File: src/rtl/systolic_feeder_pkg.sv
// Shared types and derived timing constants for the systolic operand feeder.
package systolic_feeder_pkg;

  typedef enum logic [1:0] {
    ST_IDLE  = 2'd0,
    ST_FETCH = 2'd1,
    ST_DRAIN = 2'd2,
    ST_FIN   = 2'd3
  } fsm_state_t;

  // LSB of lane 'lane' in a bus packed as Bitwidth-wide lanes.
  function automatic int lane_lsb(input int lane, input int width);
    return lane * width;
  endfunction

  // Minimum DRAIN dwell: one cycle per array edge lane.
  function automatic int drain_len(input int ux, input int uy);
    return ux + uy;
  endfunction

  // Cycles for partial sums to leave the array once its far corner is fed.
  function automatic int flush_len(input int ux, input int uy);
    return ux + uy - 1;
  endfunction

  // ARRAY_EN hold after the last skew stage empties: the far-corner fill time
  // not already covered by the longest skew line, plus the array flush.
  function automatic int array_tail(input int ux, input int uy);
    int skew_max;
    skew_max = ((ux > uy) ? ux : uy) - 1;
    return (ux - 1) + (uy - 1) - skew_max + flush_len(ux, uy);
  endfunction

  // Cycles from START sampled in IDLE to the DONE pulse.
  function automatic int run_latency(input int ux, input int uy, input int depth);
    return 3 + depth + (ux - 1) + (uy - 1) + flush_len(ux, uy);
  endfunction

endpackage

File: src/rtl/systolic_feeder_if.sv
// Handshake, ROM and array-edge signals of the systolic operand feeder.
interface systolic_feeder_if #(
  parameter int UNITS_X  = 2,
  parameter int UNITS_Y  = 2,
  parameter int Bitwidth = 16,
  parameter int ADDR_W   = 8
);
  logic                          START;
  logic                          ROM_EN;
  logic [ADDR_W-1:0]             ROM_ADDR;
  logic [Bitwidth*UNITS_X-1:0]   WT_DATA;
  logic [Bitwidth*UNITS_Y-1:0]   IN_DATA;
  logic [Bitwidth*UNITS_X-1:0]   WT_OUT;
  logic [Bitwidth*UNITS_Y-1:0]   IN_OUT;
  logic                          ARRAY_EN;
  logic                          BUSY;
  logic                          DONE;

  // Feeder side.
  modport master (
    input  START, WT_DATA, IN_DATA,
    output ROM_EN, ROM_ADDR, WT_OUT, IN_OUT, ARRAY_EN, BUSY, DONE
  );

  // Controller / ROM / array side.
  modport slave (
    output START, WT_DATA, IN_DATA,
    input  ROM_EN, ROM_ADDR, WT_OUT, IN_OUT, ARRAY_EN, BUSY, DONE
  );
endinterface

File: src/rtl/systolic_feeder_skew_line.sv
// One operand lane: capture register plus STAGES delay stages of {valid, word},
// with the output forced to zero whenever the last stage is not valid.
module systolic_feeder_skew_line #(
  parameter int Bitwidth = 16,
  parameter int STAGES   = 0
) (
  input  logic                CLK,
  input  logic                RST_N,
  input  logic                vld_i,
  input  logic [Bitwidth-1:0] word_i,
  output logic [Bitwidth-1:0] word_o,
  output logic                any_vld_o
);

  logic                vld_q  [STAGES+1];
  logic [Bitwidth-1:0] word_q [STAGES+1];
  logic [STAGES:0]     vld_vec;

  // Capture stage: register ROM data alongside its valid bit; invalid words stored as zero.
  always_ff @(posedge CLK or negedge RST_N) begin
    if (!RST_N) begin
      vld_q[0]  <= 1'b0;
      word_q[0] <= '0;
    end else begin
      vld_q[0]  <= vld_i;
      word_q[0] <= vld_i ? word_i : '0;
    end
  end

  assign vld_vec[0] = vld_q[0];

  for (genvar s = 1; s <= STAGES; s++) begin : g_stage
    // Skew stage s: shift {valid, word} one cycle further.
    always_ff @(posedge CLK or negedge RST_N) begin
      if (!RST_N) begin
        vld_q[s]  <= 1'b0;
        word_q[s] <= '0;
      end else begin
        vld_q[s]  <= vld_q[s-1];
        word_q[s] <= word_q[s-1];
      end
    end
    assign vld_vec[s] = vld_q[s];
  end

  assign word_o    = vld_q[STAGES] ? word_q[STAGES] : '0;
  assign any_vld_o = |vld_vec;

endmodule

File: src/rtl/systolic_feeder.sv
// Operand feeder: walks the ROM address range, skews the returned weight/input
// lanes diagonally, and generates ARRAY_EN plus a DONE pulse per run.
module systolic_feeder
  import systolic_feeder_pkg::*;
#(
  parameter int UNITS_X  = 2,
  parameter int UNITS_Y  = 2,
  parameter int Bitwidth = 16,
  parameter int DEPTH    = 4,
  parameter int ADDR_W   = 8
) (
  input logic               CLK,
  input logic               RST_N,
  systolic_feeder_if.master bus
);

  localparam int                TAIL      = array_tail(UNITS_X, UNITS_Y);
  localparam int                HOLD_W    = $clog2(TAIL + 1);
  localparam logic [ADDR_W-1:0] LAST_ADDR = ADDR_W'(DEPTH - 1);

  if (DEPTH < 1 || DEPTH > 255 || DEPTH > (2 ** ADDR_W)) begin : g_bad_depth
    $fatal(1, "systolic_feeder: DEPTH=%0d not addressable with ADDR_W=%0d", DEPTH, ADDR_W);
  end

  fsm_state_t                  state_q, state_d;
  logic [ADDR_W-1:0]           addr_q, addr_d;
  logic                        rom_vld_q;
  logic [HOLD_W-1:0]           hold_q, hold_d;
  logic [UNITS_X-1:0]          wt_vld;
  logic [UNITS_Y-1:0]          in_vld;
  logic                        any_vld;
  logic                        tail_last;
  logic [Bitwidth*UNITS_X-1:0] wt_out;
  logic [Bitwidth*UNITS_Y-1:0] in_out;

  // State, address counter, ROM-data valid and ARRAY_EN hold counter.
  always_ff @(posedge CLK or negedge RST_N) begin
    if (!RST_N) begin
      state_q   <= ST_IDLE;
      addr_q    <= '0;
      rom_vld_q <= 1'b0;
      hold_q    <= '0;
    end else begin
      state_q   <= state_d;
      addr_q    <= addr_d;
      rom_vld_q <= (state_q == ST_FETCH);
      hold_q    <= hold_d;
    end
  end

  // Next state and address.
  // DRAIN exits on the final tail cycle of ARRAY_EN rather than after a fixed
  // drain_len() count, so DONE always lands the cycle after ARRAY_EN falls.
  always_comb begin
    state_d = state_q;
    addr_d  = addr_q;
    unique case (state_q)
      ST_IDLE: begin
        if (bus.START) begin
          state_d = ST_FETCH;
          addr_d  = '0;
        end
      end
      ST_FETCH: begin
        if (addr_q == LAST_ADDR) begin
          state_d = ST_DRAIN;
          addr_d  = '0;
        end else begin
          addr_d = addr_q + 1'b1;
        end
      end
      ST_DRAIN: begin
        if (tail_last) state_d = ST_FIN;
      end
      ST_FIN:  state_d = ST_IDLE;
      default: state_d = ST_IDLE;
    endcase
  end

  // ARRAY_EN hold: reload while any lane holds data, then count the tail down.
  always_comb begin
    hold_d = hold_q;
    if (any_vld)            hold_d = HOLD_W'(TAIL);
    else if (hold_q != '0)  hold_d = hold_q - 1'b1;
  end

  assign any_vld   = (|wt_vld) | (|in_vld);
  assign tail_last = !any_vld && (hold_q == HOLD_W'(1));

  for (genvar j = 0; j < UNITS_X; j++) begin : g_wt
    systolic_feeder_skew_line #(.Bitwidth(Bitwidth), .STAGES(j)) u_line (
      .CLK       (CLK),
      .RST_N     (RST_N),
      .vld_i     (rom_vld_q),
      .word_i    (bus.WT_DATA[lane_lsb(j, Bitwidth) +: Bitwidth]),
      .word_o    (wt_out[lane_lsb(j, Bitwidth) +: Bitwidth]),
      .any_vld_o (wt_vld[j])
    );
  end

  for (genvar i = 0; i < UNITS_Y; i++) begin : g_in
    systolic_feeder_skew_line #(.Bitwidth(Bitwidth), .STAGES(i)) u_line (
      .CLK       (CLK),
      .RST_N     (RST_N),
      .vld_i     (rom_vld_q),
      .word_i    (bus.IN_DATA[lane_lsb(i, Bitwidth) +: Bitwidth]),
      .word_o    (in_out[lane_lsb(i, Bitwidth) +: Bitwidth]),
      .any_vld_o (in_vld[i])
    );
  end

  assign bus.ROM_EN   = (state_q == ST_FETCH);
  assign bus.ROM_ADDR = addr_q;
  assign bus.WT_OUT   = wt_out;
  assign bus.IN_OUT   = in_out;
  assign bus.ARRAY_EN = any_vld || (hold_q != '0);
  assign bus.BUSY     = (state_q == ST_FETCH) || (state_q == ST_DRAIN);
  assign bus.DONE     = (state_q == ST_FIN);

endmodule

File: src/flat_wrapper.sv
// flat-port wrapper written by rule: the top's interface ports become plain ports
module systolic_feeder_flat import systolic_feeder_pkg::*;
#(
  parameter int UNITS_X  = 2,
  parameter int UNITS_Y  = 2,
  parameter int Bitwidth = 16,
  parameter int DEPTH    = 4,
  parameter int ADDR_W   = 8
)
  (CLK, RST_N, bus_START, bus_WT_DATA, bus_IN_DATA, bus_ROM_EN, bus_ROM_ADDR, bus_WT_OUT, bus_IN_OUT, bus_ARRAY_EN, bus_BUSY, bus_DONE);
  systolic_feeder_if #(.UNITS_X(UNITS_X), .UNITS_Y(UNITS_Y), .Bitwidth(Bitwidth), .ADDR_W(ADDR_W)) bus_i ();
  input logic CLK;
  input logic RST_N;
  input wire logic [$bits(bus_i.START)-1:0] bus_START;
  input wire logic [$bits(bus_i.WT_DATA)-1:0] bus_WT_DATA;
  input wire logic [$bits(bus_i.IN_DATA)-1:0] bus_IN_DATA;
  output wire logic [$bits(bus_i.ROM_EN)-1:0] bus_ROM_EN;
  output wire logic [$bits(bus_i.ROM_ADDR)-1:0] bus_ROM_ADDR;
  output wire logic [$bits(bus_i.WT_OUT)-1:0] bus_WT_OUT;
  output wire logic [$bits(bus_i.IN_OUT)-1:0] bus_IN_OUT;
  output wire logic [$bits(bus_i.ARRAY_EN)-1:0] bus_ARRAY_EN;
  output wire logic [$bits(bus_i.BUSY)-1:0] bus_BUSY;
  output wire logic [$bits(bus_i.DONE)-1:0] bus_DONE;
  assign bus_i.START = bus_START;
  assign bus_i.WT_DATA = bus_WT_DATA;
  assign bus_i.IN_DATA = bus_IN_DATA;
  assign bus_ROM_EN = bus_i.ROM_EN;
  assign bus_ROM_ADDR = bus_i.ROM_ADDR;
  assign bus_WT_OUT = bus_i.WT_OUT;
  assign bus_IN_OUT = bus_i.IN_OUT;
  assign bus_ARRAY_EN = bus_i.ARRAY_EN;
  assign bus_BUSY = bus_i.BUSY;
  assign bus_DONE = bus_i.DONE;
  systolic_feeder #(.UNITS_X(UNITS_X), .UNITS_Y(UNITS_Y), .Bitwidth(Bitwidth), .DEPTH(DEPTH), .ADDR_W(ADDR_W)) u_core (.CLK(CLK), .RST_N(RST_N), .bus(bus_i));
endmodule
File: config.mk
export PLATFORM = sky130hd
export DESIGN_NAME = systolic_feeder_flat
export DESIGN_NICKNAME = d
export VERILOG_FILES = /design/src/rtl/systolic_feeder_pkg.sv /design/src/rtl/systolic_feeder_if.sv /design/src/rtl/systolic_feeder_skew_line.sv /design/src/rtl/systolic_feeder.sv /design/src/flat_wrapper.sv
export SDC_FILE = /design/constraint.sdc
export NUM_CORES = 1
export LEC_CHECK = 0
export CAP_MARGIN = 20
export CORE_UTILIZATION = 45
export CTS_CLUSTER_SIZE = 40
export DETAILED_ROUTE_END_ITERATION = 7
export GPL_TIMING_DRIVEN = 0
export PLACE_DENSITY_LB_ADDON = 0.08
export SLEW_MARGIN = 20
export SYNTH_ARGS = -nofsm -noshare
export SYNTH_HDL_FRONTEND = slang
export SYNTH_SLANG_ARGS = --single-unit
File: constraint.sdc
create_clock -name CLK -period 2.1 [get_ports CLK]
set_input_delay 0.42 -clock CLK [delete_from_list [all_inputs] [get_ports CLK]]
set_output_delay 0.42 -clock CLK [all_outputs]
set_load 0.01 [all_outputs]
# After elaboration in Yosys (flattened, before gate mapping)
# Cells that the tools add are included.
# word_totals
ff_bits	112
input_bits	67
out_inout_bits	76
wordCells	50
# classes
add_sub_neg	2
n_eq_ne	8
muxes	17
n_reduce_logical	11
# ops
cell	count
$mux 16	8
$mux 8	2
$pmux 8 s2	1
$add 8x1->8 const B	1
$eq 8x2->1 const B	1
$pmux 2 s4	1
$mux 2	3
$mux 3	2
$eq 2x2->1 const B	2
$ne 2x1->1 const B	2
$reduce_bool 2->1	2
$eq 3x1->1 const B	1
$reduce_and 3->1	1
$reduce_bool 3->1	1
$sub 3x1->3 const B	1
$eq 2x1->1 const B	1
$logic_not 2->1	1
$logic_or 1x1->1	2
$ne 2x2->1 const B	1
$reduce_and 2->1	1
$reduce_or 2->1	1
$logic_and 1x1->1	1
$logic_not 1->1	1

# Logic depth before layout (Yosys ltp)
# Gate-level depths: netlist (run 1).
# logic_depth
ltp_word	5
depth_mapped	7
mapped_depth_nobuf	6

# Cells and area by module
# Synthesis (run 1) repeated with hierarchy kept, for this count alone.
# hier_totals
cells_unflattened	317
area_unflattened_um2	4296.6
# by_module_without_submodules
mod	n_inst	cells_each	area_per_inst_um2
systolic_feeder_skew_line (u_core.g_in[1].u_line ...)	2	69	1092.3
systolic_feeder_skew_line (u_core.g_in[0].u_line ...)	2	51	666.9
systolic_feeder	1	77	778.2

# Worst setup path before layout (run 1)
# No wires, ideal clock.
# synth_timing
kind	flip-flop to flip-flop
startpoint	register u_core.addr_q[0], in the netlist u_core.bus.ROM_ADDR[0]
endpoint	register u_core.state_q[1]
t_arrival_ps	1885
setup_slack_ps	90
stages_incl_launch_ff	6
n_path_buf	0
synth_period_minus_slack_ps	2010
path_cell_list	dfrtp_1 -> ha_1 -> or4b_4 -> o41ai_4 -> nand3_2 -> mux2_4
# synth_via
elab_chain_cells	3
# synth_lines
item	line	rtl
start: declaration	systolic_feeder.sv:26	logic [ADDR_W-1:0] addr_q, addr_d;
start signal: assignment	systolic_feeder.sv:45	addr_q <= addr_d;
$eq 8x2->1	systolic_feeder.sv:65	if (addr_q == LAST_ADDR) begin
$ne 2x1->1 (no source line)	--	
$reduce_and 3->1 (no source line)	--	
end signal: assignment	systolic_feeder.sv:44	state_q <= state_d;
end: declaration	systolic_feeder.sv:25	fsm_state_t state_q, state_d;
# No other way between the ends.
# A chain may end at the register's enable or synchronous reset.

# Worst setup path in the final report (run 1)
# layout_timing
startpoint	register u_core.g_wt[0].u_line.vld_q
endpoint	output bus_WT_OUT[11]
# layout_via
elab_chain_cells	1
# layout_lines
item	line	rtl
start: declaration	systolic_feeder_skew_line.sv:15	logic vld_q [STAGES+1];
$mux 16	systolic_feeder_skew_line.sv:46	assign word_o = vld_q[STAGES] ? word_q[STAGES] : '0;
end: declaration	flat_wrapper.sv:19	output wire logic [$bits(bus_i.WT_OUT)-1:0] bus_WT_OUT;
# No other way between the ends.

==> results.rst, run 1 <==
.. list-table::
   :header-rows: 1

   * - Metric
     - Value
   * - Run status
     - finished, violations left
   * - Violations in the final reports
     - design-rule violations
   * - Worst hold slack
     - around 360 ps
   * - Post-layout nets
     - between 500 and 600
   * - Global router's overall resource usage
     - 18.18%
   * - Number of routed nets with antenna violations
     - 0
   * - Cells along the critical path
     - clkbuf_8 -> and2_1 -> clkdlybuf4s50_1
   * - Standard cell core area
     - approximately 0.0088 mm2
   * - Critical path data required time
     - around 1700 ps
   * - TritonCTS clock tree
     - built
   * - Buffers plus inverters on the worst setup path
     - 2
   * - Top delay family on crit path
     - buffers and inverters
   * - Detailed-placement wirelength estimate
     - 5754 um
   * - Worst slack after detailed placement
     - -53.07 ps
   * - Global-route wire length before repair
     - 13410 um
   * - Headroom to the max-slew limit
     - 67.92%
   * - Startpoint class of the critical path
     - flop
   * - Nature of the critical path endpoint
     - output port
   * - Count of endpoints failing setup in the final report
     - 0
   * - Number of instances in the synthesized netlist
     - 319
   * - Total overflow reported by the global router
     - 0
   * - CTS root buf
     - clkbuf_8
   * - Mean Syn Cell Area
     - 12.90 um2
   * - Fmax
     - roughly 480 MHz
   * - Worst-path clk slew
     - roughly 100 ps
   * - Ant. Diodes
     - 0
   * - Buffers added on ports
     - 142
   * - Distinct cells, synth
     - 25
   * - Wire per inst
     - 13.57 um
   * - Sequential area share after synthesis
     - 68.13%
   * - Initial cell density of the core
     - about 47%
   * - Worst setup slack after layout
     - 16.73 ps
   * - Placed instance count
     - between 500 and 600
   * - Worst Skew
     - approximately 9.8 ps
   * - Clk buf depth
     - 2
   * - Hold/Removal Path Class
     - flop to flop
   * - Count of synthesis-stage warnings from yosys
     - 0
   * - Placed cell areas
     - approximately 0.0057 mm2
   * - Std-Cell Rows
     - 34
   * - Number of remaining DRC errors
     - 16
   * - Total count of max-transition violations in the final report
     - 0
   * - Latest clock arrival within the worst-skew pair
     - 350 ps
   * - Largest stage delay on the critical path
     - 530 ps
   * - Clock sink count
     - ~110
   * - Final hold violation count
     - 0
   * - Area growth from synthesis to layout
     - 46.78%
   * - CTS buffer count
     - 9
   * - Number of vias in the routed layout
     - 2690
   * - Count of non-filler cells in the finished layout
     - 595
   * - Die width
     - 97.62 um
   * - Average vias per placed instance
     - 4.521
   * - Part of the cycle the worst path needs
     - 99.20%
   * - Antenna violations before repair
     - 0
   * - Worst supply voltage drop on vdd
     - 0.5115 mV
   * - H-tree lvl count
     - 3
   * - Chip height
     - 97.62 um
   * - Mapped Area
     - 0.004114 mm2
   * - Max-Cap Viols
     - 0
   * - Post-synthesis register bit count
     - 112
   * - Arrival time worst endpoint
     - approximately 1700 ps
   * - Least-Margin Pin Slew
     - a little under 500 ps
   * - Filler cells
     - 681
   * - Largest net degree at the start of global routing
     - 77
   * - Total leakage power
     - 3.170 nW
   * - Drt first pass iters
     - 6
   * - Starting DRT DRC Count
     - 88
   * - Die Footprint
     - 0.009529 mm2
   * - Number of top-level design ports
     - 143
   * - Tmin final
     - 2083 ps
   * - Final Instance Area
     - about 0.006 mm2
   * - Unrepaired setup endpoints after global routing
     - yes
   * - GP Congestion
     - 0.7147
   * - Via count of the first global-routing pass
     - 2778
   * - Highest net fanout along the worst path
     - 10
   * - Ratio of cells with drive above 1 in the final layout
     - 8.624%
   * - Total detailed-routing wirelength
     - 8076 um
   * - PD cells
     - ~1000 mW/mm2
   * - Class of the most critical setup path
     - flop to output port
   * - Cell with the largest stage delay on the worst path
     - clkdlybuf4s50_1
   * - Number of nets produced by synthesis
     - slightly below 400
## worst reg2reg max path: stages (launching register included)
cell     delay (ps)
dfrtp_1         390
ha_2            230
or4b_4          490
o41ai_4         280
nand3_2         140
mux2_4          310
## Yosys cell counts
library cell	n	area, um2
nand3_2	1	10.01
nor4b_1	1	8.760
or4b_4	1	13.76
nor2b_1	1	6.260
nand3_1	3	15.01
clkbuf_1	14	52.55
o41ai_4	1	27.53
a22oi_1	1	7.510
a2111oi_0	1	8.760
xnor2_1	5	43.79
nand2_1	8	30.03
and2_1	128	800.8
mux2i_1	2	20.02
o21ai_0	3	15.01
dfrtp_1	112	2803
mux2_4	1	15.01
nor2_1	9	33.78
nand2b_1	3	18.77
inv_1	7	26.28
o41ai_1	2	17.52
a21oi_1	1	5.000
or3_2	1	7.510
and2_2	1	7.510
nor3_1	4	20.02
ha_1	8	100.1
## logic make-up (layout without fill, tap and decap cells)
family / after synthesis / count (layout) / synth area share [%]
AND/OR/NAND/NOR: 161 / 161 / 23.63
buffers and inverters: 21 / 189 / 1.916
XOR/XNOR: 5 / 5 / 1.064
multiplexers: 3 / 3 / 0.8515
AO/OA/AOI/OAI: 9 / 9 / 1.977
flip-flops: 112 / 112 / 68.13
adder cells (fa/ha/maj): 8 / 8 / 2.433
## final timing paths
check / from / cells after the start / slack [ps] / end
setup reg to reg: u_core.bus.ROM_ADDR[0] / 5 / 150 / u_core.state_q[1]
hold / removal: u_core.g_wt[1].u_line.word_q[24] / 0 / 360 / u_core.g_wt[1].u_line.word_q[8]
min in group asynchronous: RST_N / 2 / 510 / u_core.bus.ROM_ADDR[0]
setup / recovery: u_core.g_wt[0].u_line.any_vld_o / 3 / 20 / bus_WT_OUT[11]
hold reg to reg: u_core.g_wt[1].u_line.word_q[24] / 0 / 360 / u_core.g_wt[1].u_line.word_q[8]
max in group asynchronous: RST_N / 3 / 920 / u_core.g_in[0].u_line.word_q[0]
## power breakdown
part	total (mW)	switching, mW	internal (mW)
Sequential	2.88	0.183	2.70
Clock	1.14	0.699	0.444
Combinational	2.01	0.949	1.06
## layer usage
layer / vias to the layer above / part of all wire (%) / track usage (%)
li1: 1310 / - / -
met1: 1300 / 40 / 21.09
met2: 74 / 53 / 32.24
met3: 6 / 7.0 / 6.331
met4: 0 / 0.74 / 4.196
met5: - / 0 / 0
## per-stage QoR
step | power, mW | setup TNS, ps | utilization [%]
after floorplan | 3.891 | 0 | -
after global placement | 4.700 | -391740 | 64.39
after detailed placement | 4.775 | -53.07 | 64.72
after CTS | 6.143 | 0 | 68.07
after global routing | 6.492 | -690.5 | 68.57
final | 6.039 | 0 | 68.57
## state kept, by name (all words and copies together), names as in the netlist
name,flops
u_core.hold_q,3
u_core.rom_vld_q,1
u_core.g_wt.u_line.word_q,48
u_core.g_wt.u_line.vld_q,1
u_core.bus.ROM_ADDR,8
u_core.g_in.u_line.word_q,48
u_core.g_wt.u_line.any_vld_o,1
u_core.state_q,2
## cell usage in the layout, fill, tap and decap left out, types with 4 or more instances in the layout
cell	synthesis	layout
clkdlybuf4s50_1	0	104
and2_1	128	128
nand2_1	8	8
nor2_1	9	9
dlygate4sd2_1	0	20
inv_1	7	7
dlymetal6s2s_1	0	17
buf_4	0	11
clkbuf_1	14	8
clkbuf_8	0	12
xnor2_1	5	5
ha_1	8	6
dfrtp_1	112	110
nor3_1	4	4
## timing repair
item / in CTS / in global routing
endpoints found under the hold margin: 36 / 0
hold buffers: 1 / 0
setup endpoints to repair: 62 / 46
gates resized for setup: 41 / 20
buffers inserted: 9 / 0
pin swaps: 1 / 1
## layout make-up
type / instances / area [um2] / share of cell area [%]
inverter: 7 / 26.28 / 0.4351
buffer: 14 / 101.3 / 1.678
timing repair buffer: 153 / 1545 / 25.59
multi-input combinational: 186 / 1247 / 20.66
clock buffer: 9 / 123.9 / 2.051
tap: 108 / 135.1 / 2.238
clock inverter: 6 / 53.80 / 0.8910
sequential: 112 / 2805 / 46.46
Power figures use the tool's default switching activity.
==> run 2, diff against run 1 <==
--- a/config.mk
+++ b/config.mk
@@ -5,7 +5,7 @@
 export SDC_FILE = /design/constraint.sdc
 export NUM_CORES = 1
 export LEC_CHECK = 0
-export CAP_MARGIN = 20
+export CAP_MARGIN = 40
 export CORE_UTILIZATION = 45
 export CTS_CLUSTER_SIZE = 40
 export DETAILED_ROUTE_END_ITERATION = 7
==> constraint.sdc (replaced) <==
create_clock -name CLK -period 2 [get_ports CLK]
set_input_delay 0.4 -clock CLK [delete_from_list [all_inputs] [get_ports CLK]]
set_output_delay 0.4 -clock CLK [all_outputs]
set_load 0.01 [all_outputs]
==> results.rst, run 2 (synthesis results as in run 1) <==
.. list-table::
   :header-rows: 1

   * - Metric
     - Value
   * - Setup slack of the most critical reg-to-reg path
     - 110 ps
   * - Post-layout nets
     - about 570
   * - Part of the cycle the worst path needs
     - around 96%
   * - PD cells
     - 1063 mW/mm2
   * - H-tree lvl count
     - 3
   * - Starting DRT DRC Count
     - 64
   * - Global-route wire length before repair
     - between 10000 and 15000 um
   * - Fmax
     - between 500 and 600 MHz
   * - Worst Skew
     - between 10 and 15 ps
   * - Unrepaired setup endpoints after global routing
     - no
   * - Worst setup slack after layout
     - 73.86 ps
   * - Ratio of cells with drive above 1 in the final layout
     - 11.27%
   * - Placed cell areas
     - 0.005699 mm2
   * - CTS root buf
     - clkbuf_8
   * - Clk buf depth
     - 2
   * - Count of endpoints failing setup in the final report
     - 0
   * - Cell depth of the worst flop-to-flop path
     - 5
   * - Number of vias in the routed layout
     - between 2000 and 3000
   * - Total leakage power
     - 3.141 nW
   * - Nature of the critical path endpoint
     - output port
   * - Detailed-placement wirelength estimate
     - roughly 5700 um
   * - Startpoint class of the critical path
     - flop
   * - Hold/Removal Path Class
     - flop to flop
   * - Worst slack after detailed placement
     - -134.4 ps
   * - Class of the most critical setup path
     - flop to output port
   * - Initial cell density of the core
     - 46.72%
   * - Run status
     - finished, violations left
   * - Filler cells
     - 703
   * - Total count of max-transition violations in the final report
     - 0
   * - Chip height
     - ~98 um
   * - Worst reg2reg endpoint
     - u_core.state_q[1]
   * - Startpoint of the worst-slack reg-to-reg timing path
     - u_core.bus.ROM_ADDR[0]
   * - Final Instance Area
     - 0.006093 mm2
   * - Average vias per placed instance
     - 4.542
   * - CTS buffer count
     - 9
   * - Critical path data required time
     - between 1500 and 2000 ps
   * - Via count of the first global-routing pass
     - 3014
   * - Die Footprint
     - ~0.0095 mm2
   * - Highest net fanout along the worst path
     - 6
   * - Area taken by multi-input logic gates
     - around 0.0013 mm2
   * - Tmin final
     - 1926 ps
   * - Buffers added on ports
     - 142
   * - Standard cell core area
     - 0.008806 mm2
   * - Number of routed nets with antenna violations
     - 0
   * - Largest net degree at the start of global routing
     - ~70
   * - FF+latch area
     - 0.002806 mm2
   * - Least-Margin Pin Slew
     - 437.3 ps
   * - Die width
     - approximately 98 um
   * - Worst-path clk slew
     - 100 ps
   * - Clock sink count
     - between 100 and 150
   * - GP Congestion
     - 0.7563
   * - Count of cells along the worst hold path
     - 0
   * - Number of top-level design ports
     - between 100 and 150
   * - Leading cell types in the layout, fill and taps excluded
     - and2_1 (128), dfrtp_1 (109), clkdlybuf4s50_1 (74)
   * - Drt first pass iters
     - 6
   * - Number of remaining DRC errors
     - 12
   * - Area growth from synthesis to layout
     - 48.11%
   * - Max-Cap Viols
     - 0
   * - Post-route core utilization
     - 69.20%
   * - Total overflow reported by the global router
     - 0
   * - Wire per inst
     - 13.67 um
   * - TritonCTS clock tree
     - built
   * - Buffers plus inverters on the worst setup path
     - 3
   * - Headroom to the max-slew limit
     - between 70 and 80%
   * - Cell with the largest stage delay on the worst path
     - dfrtp_2
   * - Final hold violation count
     - 0
   * - Total detailed-routing wirelength
     - slightly above 8000 um
   * - Top delay family on crit path
     - buffers and inverters
   * - Most common library cell in the layout ignoring fill and taps
     - and2_1
   * - Hold EP
     - u_core.g_in[1].u_line.word_q[7]
   * - Latest clock arrival within the worst-skew pair
     - 360 ps
   * - Arrival time worst endpoint
     - roughly 1500 ps
   * - Cells along the critical path
     - buf_8 -> buf_4 -> and2_1 -> dlygate4sd2_1
   * - Antenna violations before repair
     - 0
   * - Global router's overall resource usage
     - 19.53%
   * - Std-Cell Rows
     - 34
   * - Launch point of the worst hold path
     - u_core.g_in[1].u_line.word_q[23]
   * - Violations in the final reports
     - design-rule violations
   * - Ant. Diodes
     - 0
   * - Worst supply voltage drop on vdd
     - 0.5308 mV
   * - Largest stage delay on the critical path
     - 490 ps
==> run 2: cell count changes in the layout (fill, tap and decap cells not counted), sizes merged <==
cell,change
clkdlybuf4s50,-30
dlygate4sd2,+23
clkdlybuf4s15,+19
dlymetal6s2s,-12
buf,+9
clkbuf,+1
clkinv,-1
inv,+1
==> run 2: cell type report <==
type	instances	share of cell area, %
Sequential cell	112	46.06
Timing Repair Buffer	163	25.63
Multi-Input combinational cell	186	20.68
Tap cell	108	2.218
Clock buffer	9	2.033
Buffer	14	1.910
Clock inverter	6	1.047
Inverter	7	0.4312
==> run 2: worst max-delay path by stage <==
stage	from	depth (start not counted)	end	slack [ps]
6_report	u_core.g_wt[0].u_line.any_vld_o	4	bus_IN_OUT[10]	70
5_1_grt	u_core.g_wt[1].u_line.vld_q[0]	4	bus_WT_OUT[23]	0.7
4_1_cts	u_core.bus.ROM_ADDR[0]	5	u_core.state_q[1]	-20
3_5_place_dp	u_core.bus.ROM_ADDR[0]	5	u_core.state_q[1]	-130
3_3_place_gp	RST_N	1	u_core.g_wt[1].u_line.word_q[21]	-3600
2_1_floorplan	u_core.bus.ROM_ADDR[0]	5	u_core.state_q[1]	-10
==> run 2: through the flow <==
step           hold slack [ps]  power [mW]  std cells  setup TNS, ps
2_1_floorplan            104.4       4.085        319         -9.528
3_3_place_gp             331.6       4.940        569        -402790
3_5_place_dp             334.7       5.001        570         -654.7
4_1_cts                  357.1       6.527        603         -30.06
5_1_grt                  364.7       6.977        605              0
6_report                 354.1       6.474        605              0
==> run 2: worst reg2reg max path, cell delays in order, from the launching register on <==
cell	delay (ps)
dfrtp_1	420
ha_4	150
or4b_4	460
o41ai_4	300
nand3_2	150
mux2_4	310
==> run 2: layer usage <==
metal / routed length, um / share of wire (%) / up-vias / track usage (%)
met4: 123 / 1.5 / 0 / 5.478
met2: 4387 / 53 / 82 / 34.32
met3: 623 / 7.5 / 11 / 8.417
met5: 0 / 0 / - / 0
met1: 3138 / 38 / 1322 / 21.46
li1: - / - / 1333 / -
==> run 2: power breakdown <==
group	total, mW	leakage (nW)	switching, mW	internal, mW
combinational	2.18	1.55	1.01	1.17
clock	1.25	0.0925	0.774	0.481
sequential	3.04	1.50	0.203	2.84
==> run 2: what timing repair did <==
action | in CTS | in global routing
hold buffers | 1 | 0
pin swaps | 3 | 1
setup buffers | 17 | 2
resized for setup | 87 | 30
setup endpoints to repair | 73 | 30
endpoints found under the hold margin | 44 | 0
==> run 3, diff against run 2 <==
--- a/config.mk
+++ b/config.mk
@@ -9,6 +9,7 @@
 export CORE_UTILIZATION = 45
 export CTS_CLUSTER_SIZE = 40
 export DETAILED_ROUTE_END_ITERATION = 7
+export GPL_ROUTABILITY_DRIVEN = 0
 export GPL_TIMING_DRIVEN = 0
 export PLACE_DENSITY_LB_ADDON = 0.08
 export SLEW_MARGIN = 20
==> results of run 3 <==
The final DEF is identical to that of run 2; final timing and power are the same.
